`src/rtl/tnew_e_pkg.sv`:
```
// Shared MIPS destination-decode definitions: opcode/funct encodings, tnew
// constants and the hazard descriptor carried by the E/M/W hazard blocks.
package tnew_e_pkg;

    localparam int unsigned T_ALU      = 1;
    localparam int unsigned T_LOAD     = 2;
    localparam int unsigned TNEW_MAX_W = 8;

    localparam logic [5:0] OP_SPECIAL = 6'b000000;
    localparam logic [5:0] OP_REGIMM  = 6'b000001;
    localparam logic [5:0] OP_J       = 6'b000010;
    localparam logic [5:0] OP_JAL     = 6'b000011;
    localparam logic [5:0] OP_BEQ     = 6'b000100;
    localparam logic [5:0] OP_BNE     = 6'b000101;
    localparam logic [5:0] OP_BLEZ    = 6'b000110;
    localparam logic [5:0] OP_BGTZ    = 6'b000111;
    localparam logic [5:0] OP_ADDI    = 6'b001000;
    localparam logic [5:0] OP_ADDIU   = 6'b001001;
    localparam logic [5:0] OP_SLTI    = 6'b001010;
    localparam logic [5:0] OP_SLTIU   = 6'b001011;
    localparam logic [5:0] OP_ANDI    = 6'b001100;
    localparam logic [5:0] OP_ORI     = 6'b001101;
    localparam logic [5:0] OP_XORI    = 6'b001110;
    localparam logic [5:0] OP_LUI     = 6'b001111;
    localparam logic [5:0] OP_COP0    = 6'b010000;
    localparam logic [5:0] OP_LB      = 6'b100000;
    localparam logic [5:0] OP_LH      = 6'b100001;
    localparam logic [5:0] OP_LW      = 6'b100011;
    localparam logic [5:0] OP_LBU     = 6'b100100;
    localparam logic [5:0] OP_LHU     = 6'b100101;

    localparam logic [5:0] FN_SLL  = 6'b000000;
    localparam logic [5:0] FN_SRL  = 6'b000010;
    localparam logic [5:0] FN_SRA  = 6'b000011;
    localparam logic [5:0] FN_SLLV = 6'b000100;
    localparam logic [5:0] FN_SRLV = 6'b000110;
    localparam logic [5:0] FN_SRAV = 6'b000111;
    localparam logic [5:0] FN_JALR = 6'b001001;
    localparam logic [5:0] FN_MFHI = 6'b010000;
    localparam logic [5:0] FN_MFLO = 6'b010010;
    localparam logic [5:0] FN_ADD  = 6'b100000;
    localparam logic [5:0] FN_ADDU = 6'b100001;
    localparam logic [5:0] FN_SUB  = 6'b100010;
    localparam logic [5:0] FN_SUBU = 6'b100011;
    localparam logic [5:0] FN_AND  = 6'b100100;
    localparam logic [5:0] FN_OR   = 6'b100101;
    localparam logic [5:0] FN_XOR  = 6'b100110;
    localparam logic [5:0] FN_NOR  = 6'b100111;
    localparam logic [5:0] FN_SLT  = 6'b101010;
    localparam logic [5:0] FN_SLTU = 6'b101011;

    localparam logic [4:0] RS_MFC0 = 5'b00000;
    localparam logic [4:0] REG_RA  = 5'd31;

    typedef enum logic [1:0] {
        CLS_NONE,
        CLS_ALU,
        CLS_LOAD,
        CLS_LINK
    } dst_class_t;

    typedef struct packed {
        logic [TNEW_MAX_W-1:0] tnew;
        logic [4:0]            writereg;
        logic [31:0]           writedata;
    } dst_desc_t;

    function automatic logic is_alu_funct(input logic [5:0] funct);
        case (funct)
            FN_SLL, FN_SRL, FN_SRA, FN_SLLV, FN_SRLV, FN_SRAV,
            FN_MFHI, FN_MFLO,
            FN_ADD, FN_ADDU, FN_SUB, FN_SUBU,
            FN_AND, FN_OR, FN_XOR, FN_NOR,
            FN_SLT, FN_SLTU: return 1'b1;
            default:         return 1'b0;
        endcase
    endfunction

endpackage

```
`src/rtl/tnew_e_if.sv`:
```
// Hazard-descriptor bus between the pipeline front end and the E-stage block.
interface tnew_e_if #(
    parameter int unsigned TNEW_W = 4
);
    logic              clr;
    logic              stall;
    logic [31:0]       instr;
    logic [31:0]       PC8;
    logic [TNEW_W-1:0] tnew;
    logic [4:0]        writereg;
    logic [31:0]       writedata;

    modport master (
        output clr, stall, instr, PC8,
        input  tnew, writereg, writedata
    );

    modport slave (
        input  clr, stall, instr, PC8,
        output tnew, writereg, writedata
    );
endinterface

```
`src/rtl/tnew_e_mips_dst_decode.sv`:
```
// Combinational map from an instruction and its PC+8 to the hazard descriptor
// (destination GPR, static tnew, immediately forwardable value).
module mips_dst_decode #(
    parameter int unsigned T_ALU  = tnew_e_pkg::T_ALU,
    parameter int unsigned T_LOAD = tnew_e_pkg::T_LOAD
) (
    input  logic [31:0]           instr,
    input  logic [31:0]           pc8,
    output tnew_e_pkg::dst_desc_t desc
);
    import tnew_e_pkg::*;

    logic [5:0] opcode;
    logic [5:0] funct;
    logic [4:0] rs;
    logic [4:0] rt;
    logic [4:0] rd;
    logic       unused_shamt;

    dst_class_t cls;
    logic [4:0] dst;

    assign opcode       = instr[31:26];
    assign rs           = instr[25:21];
    assign rt           = instr[20:16];
    assign rd           = instr[15:11];
    assign funct        = instr[5:0];
    assign unused_shamt = ^instr[10:6];

    always_comb begin
        cls = CLS_NONE;
        dst = '0;
        case (opcode)
            OP_SPECIAL: begin
                if (is_alu_funct(funct)) begin
                    cls = CLS_ALU;
                    dst = rd;
                end else if (funct == FN_JALR) begin
                    cls = CLS_LINK;
                    dst = rd;
                end
            end
            OP_ADDI, OP_ADDIU, OP_SLTI, OP_SLTIU,
            OP_ANDI, OP_ORI, OP_XORI, OP_LUI: begin
                cls = CLS_ALU;
                dst = rt;
            end
            OP_LB, OP_LH, OP_LW, OP_LBU, OP_LHU: begin
                cls = CLS_LOAD;
                dst = rt;
            end
            OP_COP0: begin
                if (rs == RS_MFC0) begin
                    cls = CLS_LOAD;
                    dst = rt;
                end
            end
            OP_JAL: begin
                cls = CLS_LINK;
                dst = REG_RA;
            end
            default: ;
        endcase
    end

    // A $0 destination is reported as "no write" so the hazard unit never stalls on it.
    always_comb begin
        desc = '0;
        if (dst != '0) begin
            desc.writereg = dst;
            case (cls)
                CLS_ALU:  desc.tnew = TNEW_MAX_W'(T_ALU);
                CLS_LOAD: desc.tnew = TNEW_MAX_W'(T_LOAD);
                CLS_LINK: desc.writedata = pc8;
                default:  desc.writereg = '0;
            endcase
        end
    end
endmodule

```
`src/rtl/tnew_e.sv`:
```
// E-stage hazard descriptor register: reset > clr (bubble) > stall (hold) > load.
module tnew_e #(
    parameter int unsigned TNEW_W = 4,
    parameter int unsigned T_ALU  = tnew_e_pkg::T_ALU,
    parameter int unsigned T_LOAD = tnew_e_pkg::T_LOAD
) (
    input  logic        clk,
    input  logic        reset,
    tnew_e_if.slave     bus
);
    import tnew_e_pkg::*;

    dst_desc_t next_desc;
    dst_desc_t desc_q;

    mips_dst_decode #(
        .T_ALU  (T_ALU),
        .T_LOAD (T_LOAD)
    ) u_decode (
        .instr (bus.instr),
        .pc8   (bus.PC8),
        .desc  (next_desc)
    );

    always_ff @(posedge clk) begin
        if (reset) begin
            desc_q <= '0;
        end else if (bus.clr) begin
            desc_q <= '0;
        end else if (!bus.stall) begin
            desc_q <= next_desc;
        end
    end

    assign bus.tnew      = TNEW_W'(desc_q.tnew);
    assign bus.writereg  = desc_q.writereg;
    assign bus.writedata = desc_q.writedata;
endmodule

```
`src/flat_wrapper.sv`:
```
// flat-port wrapper written by rule: the top's interface ports become plain ports
module tnew_e_flat import tnew_e_pkg::*;
#(
    parameter int unsigned TNEW_W = 4,
    parameter int unsigned T_ALU  = tnew_e_pkg::T_ALU,
    parameter int unsigned T_LOAD = tnew_e_pkg::T_LOAD
)
  (clk, reset, bus_clr, bus_stall, bus_instr, bus_PC8, bus_tnew, bus_writereg, bus_writedata);
  tnew_e_if #(.TNEW_W(TNEW_W)) bus_i ();
  input  logic clk;
  input  logic reset;
  input wire logic [$bits(bus_i.clr)-1:0] bus_clr;
  input wire logic [$bits(bus_i.stall)-1:0] bus_stall;
  input wire logic [$bits(bus_i.instr)-1:0] bus_instr;
  input wire logic [$bits(bus_i.PC8)-1:0] bus_PC8;
  output wire logic [$bits(bus_i.tnew)-1:0] bus_tnew;
  output wire logic [$bits(bus_i.writereg)-1:0] bus_writereg;
  output wire logic [$bits(bus_i.writedata)-1:0] bus_writedata;
  assign bus_i.clr = bus_clr;
  assign bus_i.stall = bus_stall;
  assign bus_i.instr = bus_instr;
  assign bus_i.PC8 = bus_PC8;
  assign bus_tnew = bus_i.tnew;
  assign bus_writereg = bus_i.writereg;
  assign bus_writedata = bus_i.writedata;
  tnew_e #(.TNEW_W(TNEW_W), .T_ALU(T_ALU), .T_LOAD(T_LOAD)) u_core (.clk(clk), .reset(reset), .bus(bus_i));
endmodule
```
`config.mk`:
```
export PLATFORM = sky130hd
export DESIGN_NAME = tnew_e_flat
export DESIGN_NICKNAME = d
export VERILOG_FILES = /design/src/rtl/tnew_e_pkg.sv /design/src/rtl/tnew_e_if.sv /design/src/rtl/tnew_e_mips_dst_decode.sv /design/src/rtl/tnew_e.sv /design/src/flat_wrapper.sv
export SDC_FILE = /design/constraint.sdc
export NUM_CORES = 1
export LEC_CHECK = 0
export CORE_MARGIN = 2
export CORE_UTILIZATION = 39
export CTS_BUF_LIST = sky130_fd_sc_hd__clkbuf_8
export CTS_CLUSTER_SIZE = 30
export DETAILED_ROUTE_END_ITERATION = 7
export PLACE_DENSITY_LB_ADDON = 0.2
export SLEW_MARGIN = 20
export SYNTH_ARGS = -nofsm -noshare
export SYNTH_HDL_FRONTEND = slang
export SYNTH_SLANG_ARGS = --single-unit
export TNS_END_PERCENT = 30
```
`constraint.sdc`:
```
create_clock -name clk -period 4.4 [get_ports clk]
set_input_delay 0.88 -clock clk [delete_from_list [all_inputs] [get_ports clk]]
set_output_delay 0.88 -clock clk [all_outputs]
set_load 0.01 [all_outputs]
```
==> flow_summary.json, run 1 <==
{
  "endpoint_kind": "register",
  "grt_pass1_wl_um": 6420,
  "hpwl_um": 3260,
  "ys_top_cells_by_count": "dfxtp_1 (39), a22o_1 (33), nand2_1 (11)",
  "min_path_cells": 2,
  "antenna_found_initial": 0,
  "min-delay-path-class": "register to register",
  "cts_hold_buf": 0,
  "fill_cells": 304,
  "cts_buffers": 5,
  "first_pass_iters": 4,
  "reg2reg_depth": 1,
  "cp_data_arrival_time_ps": 3530,
  "synthMuxAreaShare": 0,
  "fin_setup_tns_ps": 0,
  "hp-start": "u_core.bus.writereg[1]$_SDFFE_PP0N_",
  "drive_gt1_frac": 0.0683,
  "r2r_start": "u_core.bus.writedata[23]$_SDFFE_PP0N_",
  "core_sq_um": 3740,
  "fin_crit_ps": 3310,
  "portBuffers": 101,
  "power_density_nw_per_um2": 260,
  "critPathLaunchType": "input pin",
  "async_flop_share": 0,
  "clock_sinks": 39,
  "status": "completed",
  "synth_area_leaders": "dfxtp_1 (50%), a22o_1 (19%), buf_8 (2.9%), a221oi_1 (2.8%), nand2_1 (2.7%)",
  "wl_per_cell_um": 14.2,
  "cts-resized-gates": 0,
  "nets": 316,
  "dieArea_sq_um": 4510,
  "critical_path_peak_fanout": 24,
  "initial_core_util": 0.416,
  "synth_top_family_by_area": "compound AO/OA/AOI/OAI gates",
  "htreeDepth": 2,
  "yosysWarnings": 0,
  "synth_edf_count": 0,
  "die_width_um": 67.2,
  "synth_fa_ha_area_frac": 0,
  "clock_skew_ps": 0,
  "dr.first_iter.drc_count": 47,
  "viasPerCell": 5.15,
  "synth.ff_latch_count": 39,
  "place.gp.congestion": 0.744,
  "r2r-end": "u_core.bus.writedata[23]$_SDFFE_PP0N_",
  "postRouteAntennaNets": 0,
  "relSlewSlack": 0.552,
  "drv_cap": 0,
  "synth_cell_types": 35,
  "final_max_slew_viol_count": 0,
  "yosysMostFrequentCell": "dfxtp_1",
  "hold_ws_ps": 455,
  "io_pins": 109,
  "peakVddDrop_mv": 0.124,
  "grt_max_degree": 29,
  "clk_pin_slew_ps": 70,
  "fmax_mhz": 302,
  "tightest_slew_ps": 669,
  "cts_tree": "done",
  "min_to": "u_core.bus.writereg[1]$_SDFFE_PP0N_",
  "power_mw": 0.702,
  "syn_inst": 146,
  "insertion_delay_ps": 280,
  "synth_top_area_share": 0.502,
  "syn_area_sq_um": 1560,
  "grt_pass1_vias": 1399,
  "hold_violations": 0,
  "drt-total-wl_um": 4210,
  "cts_setup_buffers": 0,
  "clockBufferDepth": 2,
  "rows": 22,
  "cts_root_buffer": "clkbuf_8",
  "grtUsageTotal": 0.188,
  "critPathKind": "input pin to register",
  "layout-area-overhead-vs-synth_pct": 73.2,
  "r2r_setup_slack_ps": 3760,
  "crit_required_ps": 4620,
  "yosysTopAreaCell": "dfxtp_1",
  "synth_compound_area_frac": 0.314,
  "yosys.area_share.simple": 0.119,
  "synthXorXnorAreaFrac": 0,
  "vias": 1529,
  "rsz0062_at_grt": "no",
  "finalCritPeriodShare": 0.752,
  "ys_seq_area_frac": 0.502,
  "die_h_um": 67.2,
  "p_leak_nw": 0.990,
  "antennaDiodeCount": 0,
  "finalWorstSetupSlack_ps": 1090,
  "post-route-drc-count": 0,
  "setup_viol": 0,
  "overflow": 0,
  "synth_area_per_cell_sq_um": 10.7,
  "dp_slack_ps": 818,
  "ys.flop_type": "dfxtp_1"
}
## how the worst max path moves through the flow
stage                             start                                     to  slack, ps  cells past startpoint
after floorplan           bus_instr[26]   u_core.bus.writedata[0]$_SDFFE_PP0N_       1630                      7
after global placement    bus_instr[27]   u_core.bus.writedata[6]$_SDFFE_PP0N_        870                      7
after detailed placement  bus_instr[30]  u_core.bus.writedata[23]$_SDFFE_PP0N_        820                      8
after CTS                 bus_instr[30]  u_core.bus.writedata[23]$_SDFFE_PP0N_       1120                      8
after global routing      bus_instr[30]  u_core.bus.writedata[26]$_SDFFE_PP0N_        910                      8
final                     bus_instr[30]  u_core.bus.writedata[23]$_SDFFE_PP0N_       1090                      8
## sequential cells by signal (all words and copies together) (netlist names)
register              cells
u_core.bus.tnew           2
u_core.bus.writereg       5
u_core.bus.writedata     32
## kinds of logic after synthesis
family | after synthesis
buffers and inverters | 14
other | 1
AO/OA/AOI/OAI | 57
flip-flops | 39
AND/OR/NAND/NOR | 35
## report_power, final
group	internal, mW	leakage, nW	total [mW]	switching (mW)
clock network	0.142	0.0505	0.260	0.118
logic	0.0592	0.625	0.0884	0.0292
registers	0.353	0.314	0.353	0.000154
total	0.555	0.990	0.702	0.147
## worst max-delay path: stages
cell and delay (ps):
clkdlybuf4s50_1 620, or4b_1 460, nor3_1 260, a221o_1 310, a221o_1 240, nor4bb_4 240
buf_4 310, a22o_1 200
## placed cells by master (no fill, tap or decap)
master             n
a21boi_1           1
o21a_1             1
nor3_2             1
nand4_1            2
inv_1              3
or4b_1             1
nor3_1             3
clkinvlp_4         1
or4_4              1
a211o_1            1
conb_1             2
o31a_1             1
o21ai_1            5
a21boi_0           1
nor4bb_4           1
a221o_1            2
a22o_1            33
a2111oi_4          1
clkdlybuf4s50_1  101
or2_1              1
dfxtp_1           39
nand4bb_1          1
a2111oi_0          1
nand3b_1           1
o21ai_0            2
nand2b_1           1
clkbuf_8           7
a221oi_1           5
nand2_1           11
inv_2              1
o31ai_1            1
a22oi_2            1
nor4_1             1
nor4b_1            1
nor2_1             9
buf_4              3
a21oi_1            1
## through the flow
| stage | instances | utilization | instance area (sq um) |
|---|---|---|---|
| 2_1_floorplan | 147 | - | 1560 |
| 3_3_place_gp | 289 | 0.692 | 2590 |
| 3_5_place_dp | 289 | 0.692 | 2590 |
| 4_1_cts | 297 | 0.720 | 2700 |
| 5_1_grt | 297 | 0.720 | 2700 |
| 6_report | 297 | 0.720 | 2700 |
## metal layers
| metal | vias up | global-route usage | routed length, um |
|---|---|---|---|
| met5 | - | 0 | 0 |
| met4 | 0 | 0.0689 | 44 |
| met3 | 4 | 0.0467 | 302 |
| met2 | 54 | 0.342 | 2130 |
| met1 | 702 | 0.211 | 1740 |
| li1 | 769 | - | - |
## final cells by class
| class | count | area [sq um] | share of cell area |
|---|---|---|---|
| Inverter | 4 | 15.0 | 0.00557 |
| Clock buffer | 7 | 96.3 | 0.0357 |
| Timing Repair Buffer | 104 | 1030 | 0.383 |
| Sequential cell | 39 | 781 | 0.290 |
| Clock inverter | 1 | 7.51 | 0.00279 |
| Multi-Input combinational cell | 94 | 702 | 0.260 |
| Tap cell | 48 | 60.1 | 0.0223 |
(Power assumes the default switching activity.)
==> run 2, diff against run 1 <==
Settings changed: CORE_UTILIZATION 39 to 32.
Clock period 4.4 ns to 2.7 ns, I/O delays scaled along.
==> flow_summary.json, run 2 (same netlist as run 1, synthesis figures left out) <==
{
  "drive_gt1_frac": 0.128,
  "hold_ws_ps": 465,
  "die_width_um": 73.7,
  "r2r_start": "u_core.bus.writedata[1]$_SDFFE_PP0N_",
  "antenna_found_initial": 0,
  "fmax_mhz": 391,
  "hpwl_um": 3390,
  "hp-start": "u_core.bus.writereg[4]$_SDFFE_PP0N_",
  "p_sw_frac": 0.211,
  "core_sq_um": 4690,
  "first_pass_iters": 4,
  "wl_per_cell_um": 14.5,
  "clockBufferDepth": 2,
  "clock_skew_ps": 0,
  "die_h_um": 73.7,
  "critPathKind": "input pin to register",
  "sequentialPowerShare": 0.473,
  "clock_power_share": 0.395,
  "largest_reg_flops": 32,
  "power_density_nw_per_um2": 424,
  "final_cell_mix": "clkdlybuf4s50_1 (101), dfxtp_1 (39), a22o_1 (33)",
  "critical_path_peak_fanout": 16,
  "portBuffers": 101,
  "cp_data_arrival_time_ps": 2780,
  "io_pins": 109,
  "finalCritPeriodShare": 0.947,
  "postRouteAntennaNets": 0,
  "dieArea_sq_um": 5440,
  "peakVddDrop_mv": 0.181,
  "clock_sinks": 39,
  "grt_pass1_wl_um": 7210,
  "dr.first_iter.drc_count": 107,
  "dp_slack_ps": -191,
  "insertion_delay_ps": 280,
  "initial_core_util": 0.332,
  "hold_violations": 0,
  "switching_power_mw": 0.257,
  "drv_cap": 0,
  "htreeDepth": 2,
  "internal-power_mw": 0.958,
  "cts_tree": "done",
  "max_stage_delay_ps": 450,
  "grt_pass1_vias": 1586,
  "layout-area-overhead-vs-synth_pct": 84.1,
  "antennaDiodeCount": 0,
  "critPathSlowestCell": "clkdlybuf4s50_1",
  "fin_crit_ps": 2560,
  "cts_buffers": 5,
  "cp_cell_sequence": "clkdlybuf4s50_1, nand4bb_1, a211o_1, a2111oi_4, a221o_1, nor4bb_4, buf_4, buf_12, a22o_1",
  "final_max_slew_viol_count": 0,
  "place.gp.congestion": 0.869,
  "drt-total-wl_um": 4610,
  "rows": 25,
  "grtUsageTotal": 0.168,
  "cts_root_buffer": "clkbuf_8",
  "crit_required_ps": 2920,
  "nets": 332,
  "layout_commonest_cell": "clkdlybuf4s50_1",
  "finalWorstSetupSlack_ps": 144,
  "min-delay-path-class": "register to register",
  "critPathLaunch": "bus_instr[5]",
  "endpoint_kind": "register",
  "status": "completed",
  "clk_pin_slew_ps": 80,
  "p_leak_nw": 1.08,
  "grt_max_degree": 33,
  "vias": 1632,
  "critPathLaunchType": "input pin",
  "viasPerCell": 5.12,
  "post-route-drc-count": 0,
  "setup_viol": 0,
  "overflow": 0,
  "p_comb_frac": 0.131
}
run 2: worst paths after layout:
| check | cells after the start | slack (ps) | end |
|---|---|---|---|
| hold / removal | 2 | 470 | u_core.bus.writereg[4]$_SDFFE_PP0N_ |
| setup reg to reg | 1 | 2070 | u_core.bus.writedata[1]$_SDFFE_PP0N_ |
| setup / recovery | 9 | 140 | u_core.bus.writedata[1]$_SDFFE_PP0N_ |
| hold reg to reg | 2 | 470 | u_core.bus.writereg[4]$_SDFFE_PP0N_ |
run 2: cell type report:
| class | count | area, sq um |
|---|---|---|
| Clock buffer | 5 | 68.8 |
| Sequential cell | 39 | 781 |
| Timing Repair Buffer | 120 | 1180 |
| Multi-Input combinational cell | 94 | 706 |
| Fill cell | 419 | 1830 |
| Tap cell | 54 | 67.6 |
| Clock inverter | 3 | 43.8 |
| Inverter | 4 | 15.0 |
run 2: critical path, delay by kind of cell:
family | cells | cell delay (ps)
simple gates | 2 | 420
compound gates | 4 | 1050
buf+inv | 3 | 780
run 2: power groups by stage:
stage               sequential, mW  clock [mW]  combinational (mW)
floorplan                    0.589           0              0.0363
global placement             0.589           0               0.156
detailed placement           0.589           0               0.159
CTS                          0.575       0.497               0.160
global route                 0.575       0.519               0.174
finish                       0.575       0.480               0.160
run 2: repair_timing:
action / in CTS / in global routing
hold buffers: 0 / 0
endpoints found under the setup margin: 0 / 24
buffers inserted: 0 / 1
gates resized for setup: 0 / 2
run 2: through the flow:
| stage | instance area (sq um) | TNS, ps | utilization | std cells | total power [mW] |
|---|---|---|---|---|---|
| finish | 2870 | 0 | 0.611 | 319 | 1.22 |
| global route | 2870 | -0.0544 | 0.611 | 319 | 1.27 |
| CTS | 2830 | 0 | 0.603 | 317 | 1.23 |
| detailed placement | 2720 | -5320 | 0.579 | 309 | 0.748 |
| global placement | 2720 | -5120 | 0.579 | 309 | 0.745 |
| floorplan | 1560 | 0 | - | 147 | 0.625 |
run 2: metal layers:
| layer | wire length, um | up-vias | global-route usage |
|---|---|---|---|
| met4 | 99 | 0 | 0.0788 |
| met1 | 2050 | 754 | 0.202 |
| met3 | 341 | 8 | 0.0425 |
| met2 | 2120 | 74 | 0.280 |
| li1 | - | 796 | - |
| met5 | 0 | - | 0 |
==> run 3, diff against run 2 <==
Settings changed: MAX_ROUTING_LAYER set to met4.
==> flow_summary.json, run 3 (same netlist as run 1, synthesis figures left out) <==
{
  "layout-area-overhead-vs-synth_pct": 84.1,
  "clock_skew_ps": 0,
  "power_density_nw_per_um2": 424,
  "cts_buffers": 5,
  "peakVddDrop_mv": 0.181,
  "io_pins": 109,
  "die_h_um": 73.7,
  "portBuffers": 101,
  "htreeDepth": 2,
  "rows": 25,
  "p_leak_nw": 1.08,
  "drive_gt1_frac": 0.128,
  "power_mw": 1.22,
  "core_sq_um": 4690,
  "dieArea_sq_um": 5440,
  "overflow": 0,
  "clock_power_share": 0.395,
  "place.gp.congestion": 0.883,
  "finalCritPeriodShare": 0.947,
  "min-delay-path-class": "register to register",
  "setup_viol": 0,
  "nets": 332,
  "largest_reg_flops": 32,
  "grtUsageTotal": 0.173,
  "cts_tree": "done",
  "layout_commonest_cell": "clkdlybuf4s50_1",
  "die_width_um": 73.7,
  "clock_sinks": 39,
  "p_sw_frac": 0.211,
  "finish.utilization": 0.611,
  "viasPerCell": 5.12,
  "vias": 1632,
  "wl_per_cell_um": 14.4,
  "p_comb_frac": 0.131,
  "initial_core_util": 0.332,
  "drv_cap": 0,
  "final_max_slew_viol_count": 0,
  "crit_required_ps": 2920,
  "fin_setup_tns_ps": 0,
  "cp_data_arrival_time_ps": 2780,
  "insertion_delay_ps": 280,
  "sequentialPowerShare": 0.473,
  "internal-power_mw": 0.958,
  "postRouteAntennaNets": 0,
  "grt_pass1_vias": 1586,
  "instances_no_fill": 319,
  "critical_path_peak_fanout": 16,
  "post-route-drc-count": 0,
  "hold_violations": 0,
  "critPathLaunchType": "input pin",
  "dp.cells": 309,
  "status": "completed",
  "dr.first_iter.drc_count": 116,
  "critPathKind": "input pin to register",
  "antennaDiodeCount": 0,
  "antenna_found_initial": 0,
  "fmax_mhz": 391,
  "grt_max_degree": 33,
  "final_cell_mix": "clkdlybuf4s50_1 (101), dfxtp_1 (39), a22o_1 (33)",
  "grt_pass1_wl_um": 7200,
  "fin_crit_ps": 2560,
  "cts_root_buffer": "clkbuf_8",
  "drt-total-wl_um": 4610,
  "endpoint_kind": "register",
  "clockBufferDepth": 2,
  "hpwl_um": 3390,
  "switching_power_mw": 0.257,
  "first_pass_iters": 4,
  "clk_pin_slew_ps": 80
}
[run 3: cell counts in the layout (fill, tap and decap cells not counted)]
No cell type changed its count.
[run 3: cell type report]
class | instances | area, sq um
fillers | 419 | 1830
clock buffers | 5 | 68.8
inverters | 4 | 15.0
clock inverters | 3 | 43.8
repair buffers | 120 | 1180
flip-flops and latches | 39 | 781
multi-input cells | 94 | 706
well taps | 54 | 67.6
[run 3: per-stage QoR]
step	cell area, sq um	worst slack (ps)	hold slack, ps
5_1_grt	2870	-0.0615	491
3_5_place_dp	2720	-191	451
3_3_place_gp	2720	-167	448
6_report	2870	143	465
4_1_cts	2830	104	468
2_1_floorplan	1560	266	474
[run 3: what timing repair did]
item	4_1_cts	5_1_grt
endpoints found under the setup margin	0	24
hold buffers	0	0
setup buffers	0	1
gates resized for setup	0	2
[run 3: path summary, 6_finish.rpt]
check | from | endpoint | slack (ps) | depth (start not counted)
min reg2reg | u_core.bus.writereg[4]$_SDFFE_PP0N_ | u_core.bus.writereg[4]$_SDFFE_PP0N_ | 470 | 2
max | bus_instr[5] | u_core.bus.writedata[1]$_SDFFE_PP0N_ | 140 | 9
min | u_core.bus.writereg[4]$_SDFFE_PP0N_ | u_core.bus.writereg[4]$_SDFFE_PP0N_ | 470 | 2
max reg2reg | u_core.bus.writedata[1]$_SDFFE_PP0N_ | u_core.bus.writedata[1]$_SDFFE_PP0N_ | 2070 | 1
[run 3: power by group through the flow]
stage	combinational (mW)	sequential, mW	clock [mW]
floorplan	0.0363	0.589	0
CTS	0.160	0.575	0.497
detailed placement	0.159	0.589	0
global route	0.174	0.575	0.519
global placement	0.156	0.589	0
finish	0.160	0.575	0.480
[run 3: metal layers]
metal / vias to the layer above / share of wire / wire, um / track usage
met5: - / 0 / 0 / -
met4: 0 / 0.021 / 97 / 0.0788
met3: 8 / 0.071 / 327 / 0.0398
met2: 74 / 0.46 / 2120 / 0.280
met1: 754 / 0.45 / 2060 / 0.204
li1: 796 / - / - / -
[run 3: worst max-delay path, cell delays in order]
cell	delay, ps
clkdlybuf4s50_1	450
nand4bb_1	240
a211o_1	330
a2111oi_4	330
a221o_1	230
nor4bb_4	180
buf_4	180
buf_12	150
a22o_1	160
